## src/rtl/rr_arb_pkg.sv

```systemverilog
// Shared types and helpers for the round-robin packet arbiter.
// Helpers operate on a fixed-width vector so one definition serves any NREQ up to ARB_MAX_REQ.
package rr_arb_pkg;

  typedef enum logic {ARB_IDLE, ARB_LOCKED} arb_state_t;

  localparam int ARB_MAX_REQ = 64;
  typedef logic [ARB_MAX_REQ-1:0] arb_vec_t;

  // Binary index of a one-hot vector; zero input yields 0.
  function automatic int unsigned onehot2bin(input arb_vec_t oh);
    int unsigned idx;
    idx = 0;
    for (int i = 0; i < ARB_MAX_REQ; i++) begin
      if (oh[i]) idx = idx | unsigned'(i);
    end
    return idx;
  endfunction

  // Thermometer with every bit strictly above idx set.
  function automatic arb_vec_t above_mask(input int unsigned idx);
    arb_vec_t m;
    m = '0;
    for (int i = 0; i < ARB_MAX_REQ; i++) begin
      m[i] = (unsigned'(i) > idx);
    end
    return m;
  endfunction

endpackage

```

## src/rtl/rr_prio_enc.sv

```systemverilog
// Lowest-index-first priority encoder: one-hot of the lowest set bit plus an any flag.
// Purely combinational, zero latency.
module rr_prio_enc #(
  parameter int NREQ = 8
) (
  input  logic [NREQ-1:0] req_i,
  output logic [NREQ-1:0] onehot_o,
  output logic            any_o
);

  // Two's-complement trick isolates the lowest set bit.
  assign onehot_o = req_i & (~req_i + NREQ'(1));
  assign any_o    = |req_i;

endmodule

```

## src/rtl/rr_arbiter_pkt.sv

```systemverilog
// N-way round-robin arbiter with zero-latency grant, held stable while out_ready_i is low;
// with LOCK_PKT=1 the owner keeps the grant from its first beat through its accepted eop beat.
module rr_arbiter_pkt
  import rr_arb_pkg::*;
#(
  parameter  int NREQ     = 8,
  parameter  int LOCK_PKT = 1,
  localparam int IDW      = $clog2(NREQ)
) (
  input  logic            clk_i,
  input  logic            rst_i,
  input  logic [NREQ-1:0] req_i,
  input  logic [NREQ-1:0] req_eop_i,
  input  logic            out_ready_i,
  output logic [NREQ-1:0] grant_o,
  output logic [IDW-1:0]  grant_id_o,
  output logic            grant_valid_o,
  output logic            grant_eop_o,
  output logic            locked_o
);

  arb_state_t      state_q, state_d;
  logic [NREQ-1:0] mask_q, mask_d;
  logic [IDW-1:0]  owner_q, owner_d;

  logic [NREQ-1:0] masked_oh, unmasked_oh, idle_grant, lock_grant, grant;
  logic            masked_any, unmasked_any;
  logic [IDW-1:0]  grant_id;
  logic            grant_valid, grant_eop, accept, rel;

  rr_prio_enc #(.NREQ(NREQ)) u_enc_masked (
    .req_i    (req_i & mask_q),
    .onehot_o (masked_oh),
    .any_o    (masked_any)
  );

  rr_prio_enc #(.NREQ(NREQ)) u_enc_unmasked (
    .req_i    (req_i),
    .onehot_o (unmasked_oh),
    .any_o    (unmasked_any)
  );

  assign idle_grant = masked_any ? masked_oh : unmasked_oh;
  // While locked only the owner can be granted, and only while it presents a beat.
  assign lock_grant = (NREQ'(1) << owner_q) & req_i;

  assign grant       = (state_q == ARB_LOCKED) ? lock_grant : idle_grant;
  assign grant_valid = (state_q == ARB_LOCKED) ? (|lock_grant) : unmasked_any;
  assign grant_id    = IDW'(onehot2bin(arb_vec_t'(grant)));
  assign grant_eop   = |(grant & req_eop_i);
  assign accept      = grant_valid & out_ready_i;
  assign rel         = accept & (grant_eop | (LOCK_PKT == 0));

  always_comb begin
    state_d = state_q;
    mask_d  = mask_q;
    owner_d = owner_q;
    case (state_q)
      ARB_IDLE: begin
        if (grant_valid) begin
          if (rel) begin
            mask_d = NREQ'(above_mask(32'(grant_id)));
          end else begin
            state_d = ARB_LOCKED;
            owner_d = grant_id;
          end
        end
      end
      ARB_LOCKED: begin
        if (rel) begin
          state_d = ARB_IDLE;
          mask_d  = NREQ'(above_mask(32'(owner_q)));
        end
      end
      default: state_d = ARB_IDLE;
    endcase
  end

  always_ff @(posedge clk_i) begin
    if (rst_i) begin
      state_q <= ARB_IDLE;
      mask_q  <= '1;
      owner_q <= '0;
    end else begin
      state_q <= state_d;
      mask_q  <= mask_d;
      owner_q <= owner_d;
    end
  end

  assign grant_o       = grant;
  assign grant_id_o    = grant_id;
  assign grant_valid_o = grant_valid;
  assign grant_eop_o   = grant_eop;
  assign locked_o      = (state_q == ARB_LOCKED);

endmodule

```

## config.mk

```make
export PLATFORM = sky130hd
export DESIGN_NAME = rr_arbiter_pkt
export DESIGN_NICKNAME = d
export VERILOG_FILES = /design/src/rtl/rr_arb_pkg.sv /design/src/rtl/rr_prio_enc.sv /design/src/rtl/rr_arbiter_pkt.sv
export SDC_FILE = /design/constraint.sdc
export NUM_CORES = 1
export LEC_CHECK = 0
export BUFFER_PORTS_ARGS = -buffer_cell sky130_fd_sc_hd__clkbuf_2
export CAP_MARGIN = 5
export CORE_AREA = 2 2 60 62
export CTS_CLUSTER_DIAMETER = 80
export CTS_CLUSTER_SIZE = 30
export DETAILED_ROUTE_END_ITERATION = 12
export DIE_AREA = 0 0 62 64
export GPL_ROUTABILITY_DRIVEN = 0
export PLACE_DENSITY = 0.68
export SKIP_LAST_GASP = 1
export SLEW_MARGIN = 10
export SYNTH_ARGS = -nofsm -noshare
export SYNTH_HDL_FRONTEND = slang
export SYNTH_SLANG_ARGS = --single-unit
```

## constraint.sdc

```tcl
create_clock -name clk_i -period 2.6 [get_ports clk_i]
set_input_delay 0.39 -clock clk_i [delete_from_list [all_inputs] [get_ports clk_i]]
set_output_delay 0.39 -clock clk_i [all_outputs]
set_load 0.1 [all_outputs]
```

# Yosys cells after proc, flatten, opt, wreduce, memory -nomap -nowiden
# Index checks and enable logic that the tools add are counted.
# totals
reg_bits	12
wordCells	57
# op_classes
n_mux	17
n_lt_le_gt_ge	14
shift	1
reduce_logical	6
eq_ne	3
bitwise	11
add_sub_neg	2
# op_table
operator	n
8-bit bitwise AND	5
8-bit 2-to-1 mux	5
8-bit OR reduction	4
3-bit > comparator (first input constant)	8
8-bit by 1-bit adder with 8-bit output (second input constant)	2
8-bit inverter	2
8-bit one-hot mux with 2 select lines	1
2-bit by 3-bit > comparator with 1-bit output (first input constant)	4
3-bit 2-to-1 mux	4
1-bit by 3-bit << shifter with 8-bit output (first input constant)	1
1-bit by 3-bit > comparator with 1-bit output (first input constant)	2
3-bit AND reduction	2
1-bit 2-to-1 mux	4
2-bit 2-to-1 mux	2
2-bit inequality test (second input constant)	2
1-bit bitwise AND	2
2-bit by 1-bit inequality test with 1-bit output (second input constant)	1
1-bit inverter	2
1-bit one-hot mux with 2 select lines	1

# Logic depth before layout (Yosys ltp)
# Gate-level depths: netlist of run 1.
# logic_depth
ltp_word	17
ltp_mapped	8
mapped_depth_nobuf	7

# Cells and area by module
# From an unflattened synthesis of run 1, not the netlist that was laid out.
# hier_totals
cells_unflattened	165
hier_area_um2	1373.8
# by_module_without_submodules
module	cells_per_inst	instances	area_each_um2	seq_area_each_um2
rr_arbiter_pkt	141	1	1181.1	240.2
rr_prio_enc	12	2	96.3	0.0

# Worst setup path before layout of run 1
# Ideal clock, no wire load.
# synth_timing
kind	register -> output
from	reg state_q, in the netlist locked_o
to	out grant_eop_o
path_stages_with_launch	8
path_buffers	1
required_ns	2.210
t_arrival_ns	4.306
setup_slack_ns	-2.096
cell_sequence	dfxtp_1 -> clkbuf_1 -> nor4bb_1 -> a31oi_1 -> o22ai_1 -> and2_1 -> a2111oi_4 -> nand2_1
# synth_between
elab_chain_len	3
# synth_rtl
item	line_no	source
from (decl)	rr_arbiter_pkt.sv:22	arb_state_t state_q, state_d;
from (signal assigned)	rr_arbiter_pkt.sv:85	state_q <= state_d;
8-bit 2-to-1 mux	rr_arbiter_pkt.sv:47	assign grant = (state_q == ARB_LOCKED) ? lock_grant : idle_grant;
via grant_o[1]	rr_arbiter_pkt.sv:15	output logic [NREQ-1:0] grant_o,
8-bit bitwise AND	rr_arbiter_pkt.sv:50	assign grant_eop = |(grant & req_eop_i);
8-bit OR reduction	rr_arbiter_pkt.sv:50	
to (decl)	rr_arbiter_pkt.sv:18	output logic grant_eop_o,
# The timed path passes the listed nets, and every way through them passes these cells.

# Worst setup path after layout of run 1
# layout_timing
from	reg state_q, in the netlist locked_o
to	out grant_eop_o
# layout_between
elab_chain_len	3
# layout_rtl
item	line_no
8-bit 2-to-1 mux	rr_arbiter_pkt.sv:47
8-bit bitwise AND	rr_arbiter_pkt.sv:50
8-bit OR reduction	rr_arbiter_pkt.sv:50
# No other way between the ends.

==> results of run 1 <==
[stage by stage]
step                      setup slack (ps)  power (mW)  setup TNS, ps  utilization, %  cells
final                                -73.6        1.56           -146            70.0    293
after global placement                71.3        1.26              0            61.1    268
after global routing                  -116        1.62           -533            70.0    293
after floorplan                      -1090       0.924         -10920               -    179
after CTS                            -15.2        1.49          -24.1            66.5    284
after detailed placement              19.4        1.28              0            61.1    268
[cells by family after synthesis]
group / share of synthesized area (%)
mux: 5.79
compound gates: 37.4
buf+inv: 6.86
simple gates: 32.8
flops: 17.1
[final timing paths]
check | startpoint | to | slack (ps) | cells past startpoint
min | mask_q[0] | mask_q[0] | 510 | 1
min reg2reg | mask_q[0] | mask_q[0] | 510 | 1
max reg2reg | locked_o | mask_q[7] | -50 | 10
max | locked_o | grant_eop_o | -70 | 8
[timing repair]
| action | CTS | global route |
|---|---|---|
| pin swaps | 15 | 8 |
| setup endpoints to repair | 5 | 11 |
| resized for setup | 20 | 8 |
| hold buffers | 0 | 0 |
| buffers inserted | 12 | 9 |
[metal layers]
metal,wire [um],vias to the layer above
met5,0,-
met4,284,0
met3,570,32
met2,2900,143
met1,2210,892
li1,-,846
[Yosys cell counts, types with 3 or more instances]
master	instances	area share, %
nand2_1	15	4.0
dfxtp_1	12	17
nor2_1	12	3.2
inv_1	11	2.9
clkbuf_1	8	2.1
a211oi_1	7	3.7
and3_1	7	3.1
mux2i_1	7	5.0
nor3_1	7	2.5
a22oi_1	6	3.2
a21oi_1	4	1.4
and2_1	4	1.8
nand3_1	4	1.4
nor2b_1	4	1.8
a21o_1	3	1.6
a221o_1	3	2.1
and4_1	3	1.9
nand4_1	3	1.3
nor4_1	3	1.3
o211ai_1	3	1.6
o21ai_0	3	1.1
[sequential cells by signal, indices dropped and copies added (netlist names)]
register	flops
mask_q	8
locked_o	1
owner_q	3
[final cells by class]
type	instances	area share, %
multi-input cells	144	52.3
repair buffers	76	30.2
flip-flops and latches	12	11.4
well taps	46	2.50
inverters	11	2.01
clock buffers	4	1.58
[worst max-delay path, stage by stage, from the launching register on]
cell	delay (ps)
dfxtp_4	380
buf_6	140
and4_4	190
and3_1	200
a31oi_1	200
nand4_1	200
a2111oi_4	370
nand2_2	130
buf_12	180
[power by group]
part           switching (mW)  internal [mW]
sequential             0.0676          0.228
combinational           0.665          0.448
clock                  0.0704         0.0853
total                   0.803          0.761
==> results.yml, run 1 <==
timing:
  finalClockSkew_ps: 1.27
  fmax_ghz: 0.374
  period_minus_slack_ps: 2670
  final_hold_viol_count: 0
  post-route-period-util_pct: 103
  grt_setup_unrepaired: "true"
  slew_headroom_pct: 52.9
  holdWs_ps: 508
  setup-violations-final: 5
  tightest_slew_ps: 701
  maxSlewViolCount: 0
  setup_ws_ps: -73.6
layout:
  n_antenna_cell: 0
  seqCellArea_um2: 263
  area_growth_pct: 63.7
  layout-drive-gt1-share_pct: 50.2
  nNetsFinal: 267
  final_area_um2: 2300
  multi_input_area_um2: 1200
  mostFrequentLayoutCell: "buf_4"
  nFillCells: 253
  final_cell_mix: "buf_4, clkbuf_2, nand2_1, buf_12, nor2_1"
job:
  cap_viol_max_count: 0
power_and_ir_drop:
  power.density_nw_per_um2: 681
  p_leak_nw: 1.03
  vdd_ir_drop_max_mv: 0.617
die:
  row_count: 21
  die-width_um: 62
  ios: 33
  coreArea_um2: 3280
  start_util_pct: 42.7
  die-area_um2: 3970
  dieHeight_um: 64
logic_synthesis:
  yosysWarnings: 0
  yosys_most_used_dff: "dfxtp_1"
  syn_area_um2: 1400
  ys_types: 61
  ys_ff_latch: 12
  synth.avg_cell_area_um2: 7.84
  synth_edf_count: 0
  ys_seq_area_share_pct: 17.1
  syn_nets: 198
  async_flop_share_pct: 0
  syn_inst: 179
status:
  outcome: "complete, but fails checks"
  violations: "setup timing"
detailed_routing:
  drt_iter0_markers: 315
  via_per_inst: 6.53
  drc: 0
  num_vias: 1913
  wl_um: 5960
  ant_nets: 0
  dr.pass1.iters: 6
  detail_route.wl_per_cell_um: 20.3
clock_network:
  clk_pin_slew_ps: 80
  root_buffer: "clkbuf_4"
  ctsHtreeMaxLevel: 1
  insertion_delay_ps: 280
  clock_path_buffers: 2
  cts_buffers: 3
  cts_tree: "done"
  cts.sinks: 12
critical_path:
  cp-start-kind: "register"
  worstSetupPathType: "register to output port"
  cp_max_fo: 6
  cp_data_arrival_time_ps: 2280
  endpoint_kind: "output port"
  crit_required_ps: 2210
grt:
  grtUsageMet3_pct: 6.28
  first_global_vias: 1791
  antenna_found_initial: 0
  grt-ovfl-total: 0
  grt-busiest-layer: "met2"
  grtUsageMet2_pct: 46.6
  grt_pass1_wl_um: 8610
  use_met1_pct: 36.0
  grt_max_degree: 19
  track_usage_pct: 29.0
placed_design:
  numPortBuffers: 32
  dpl.hpwl_um: 4100
  place_area_um2: 2010
hold_path:
  min_path_type: "register to register"
No activity file was read; power rests on OpenSTA's default activity.
==> inputs of run 2 (changes only) <==
==> constraint.sdc (replaced) <==
create_clock -name clk_i -period 2.6 [get_ports clk_i]
set_input_delay 0.52 -clock clk_i [delete_from_list [all_inputs] [get_ports clk_i]]
set_output_delay 0.52 -clock clk_i [all_outputs]
set_load 0.1 [all_outputs]
==> results.yml, run 2 (synthesis results as in run 1) <==
clock_network:
  cts_tree: "done"
  insertion_delay_ps: 280
  ctsHtreeMaxLevel: 1
  cts.sinks: 12
  root_buffer: "clkbuf_4"
  cts_hold_buf: 0
  clk_pin_slew_ps: 90
  cts_buffers: 3
  clock_path_buffers: 2
detailed_routing:
  num_vias: 2155
  wl_met3_um: 665
  ant_nets: 0
  drc: 0
  wl_um: 7100
  drt-met1-wl_um: 2610
  drt_iter0_markers: 302
  dr.pass1.iters: 6
  dr.max_layer_used: "met4"
  via_per_inst: 6.49
  wl_met2_um: 3460
  detail_route.wl_per_cell_um: 21.4
timing:
  maxSlewViolCount: 0
  period_minus_slack_ps: 2810
  slew_headroom_pct: 53.9
  setup_tns_ps: -1180
  finalClockSkew_ps: 6.17
  tightest_slew_ps: 689
  final_hold_viol_count: 0
  grt_setup_unrepaired: "true"
  setup-violations-final: 12
  fmax_ghz: 0.356
  setup_ws_ps: -211
  post-route-period-util_pct: 108
power_and_ir_drop:
  power.density_nw_per_um2: 645
  p_sw_mw: 0.877
  p_comb_share_pct: 74.2
  p_leak_nw: 1.22
  swShare_pct: 50.2
  internal_power_mw: 0.869
  vdd_ir_drop_max_mv: 0.676
  clock_power_share_pct: 9.1
  seqPwrFrac_pct: 16.7
critical_path:
  worstSetupPathType: "register to output port"
  endpoint_kind: "output port"
  cp_slowest_stage_delay_ps: 390
  cp_common_cell: "nand2_2"
  cp_max_fo: 6
  cp_slowest_cell: "a222oi_1"
  cp-start-kind: "register"
  crit_chain: "a222oi_1 -> buf_4 -> and3_4 -> nand4_1 -> nand2_2 -> a2111oi_4 -> nand2_2 -> buf_12"
  cp_data_arrival_time_ps: 2290
  crit_buf_inv: 2
  crit_required_ps: 2080
  crit_family: "simple AND/OR/NAND/NOR gates"
layout:
  nFillCells: 192
  seqCellArea_um2: 264
  regMostFlops: "mask_q"
  multi_input_area_um2: 1280
  nNetsFinal: 306
  area_growth_pct: 92.7
  stdcell_count: 332
  final_cell_mix: "buf_4, clkbuf_2, nand2_1, buf_12, nor2_1"
  largest_reg_flops: 8
  n_antenna_cell: 0
  layout-drive-gt1-share_pct: 61.2
  mostFrequentLayoutCell: "buf_4"
die:
  die-area_um2: 3970
  ios: 33
  dieHeight_um: 64
  start_util_pct: 42.7
  row_count: 21
  die-width_um: 62
  coreArea_um2: 3280
grt:
  grt_pass1_wl_um: 9540
  first_global_vias: 2046
  track_usage_pct: 32.1
  antenna_found_initial: 0
  grt_max_degree: 19
  grt-ovfl-total: 0
hold_path:
  min_path_type: "register to register"
placed_design:
  numPortBuffers: 32
  dp.cells: 302
  dpl.hpwl_um: 4510
status:
  outcome: "complete, but fails checks"
  violations: "setup timing"
job:
  cap_viol_max_count: 0
[run 2: cell types whose count changed in the layout (fill, tap and decap cells not counted), moves of 3 or more]
cell      delta
buf_4       +37
a22oi_1      -3
a22oi_2      +3
clkbuf_2     -3
[run 2: path summary, 6_finish.rpt]
check                  from          end  slack [ps]  depth (start not counted)
setup / recovery  mask_q[1]  grant_eop_o        -210                          8
hold reg to reg   mask_q[0]    mask_q[0]         520                          1
hold / removal    mask_q[0]    mask_q[0]         520                          1
setup reg to reg  mask_q[1]    mask_q[6]         -20                         10
[run 2: worst reg2reg max path, delay by kind of cell (launching register included)]
kind | cells | cell delay, ps
AO/OA/AOI/OAI | 4 | 970
AND/OR/NAND/NOR | 3 | 660
buffers and inverters | 3 | 530
flip-flops | 1 | 340
[run 2: stage by stage]
step	utilization, %	worst slack, ps	hold WS [ps]	instance area [um2]	power, mW
after floorplan	-	-1230	500	1500	0.936
after global placement	69.4	-168	529	2280	1.35
after detailed placement	69.4	-240	532	2280	1.37
after CTS	75.4	-173	522	2470	1.59
after global routing	82.4	-583	542	2710	1.81
final	82.4	-211	515	2710	1.75
[run 2: power groups by stage]
stage          Combinational, mW  Clock (mW)  Sequential [mW]
3_5_place_dp                1.08           0            0.290
3_3_place_gp                1.06           0            0.285
4_1_cts                     1.15       0.155            0.283
6_report                    1.30       0.159            0.292
5_1_grt                     1.35       0.167            0.293
2_1_floorplan              0.674           0            0.262
[run 2: final cells by class]
type                    count  share of cell area [%]
flip-flops and latches     12                    9.76
well taps                  46                    2.13
repair buffers            115                    37.5
multi-input cells         144                    47.3
clock buffers               4                    1.34
inverters                  11                    1.99
[run 2: what timing repair did]
item,4_1_cts,5_1_grt
pin swaps,11,19
setup endpoints to repair,9,23
buffers inserted,11,16
resized for setup,23,25
[run 2: metal layers]
layer	vias up	GRT usage, %
met5	-	0
met1	987	38.7
met2	182	53.9
met3	56	6.68
met4	0	12.2
li1	930	-
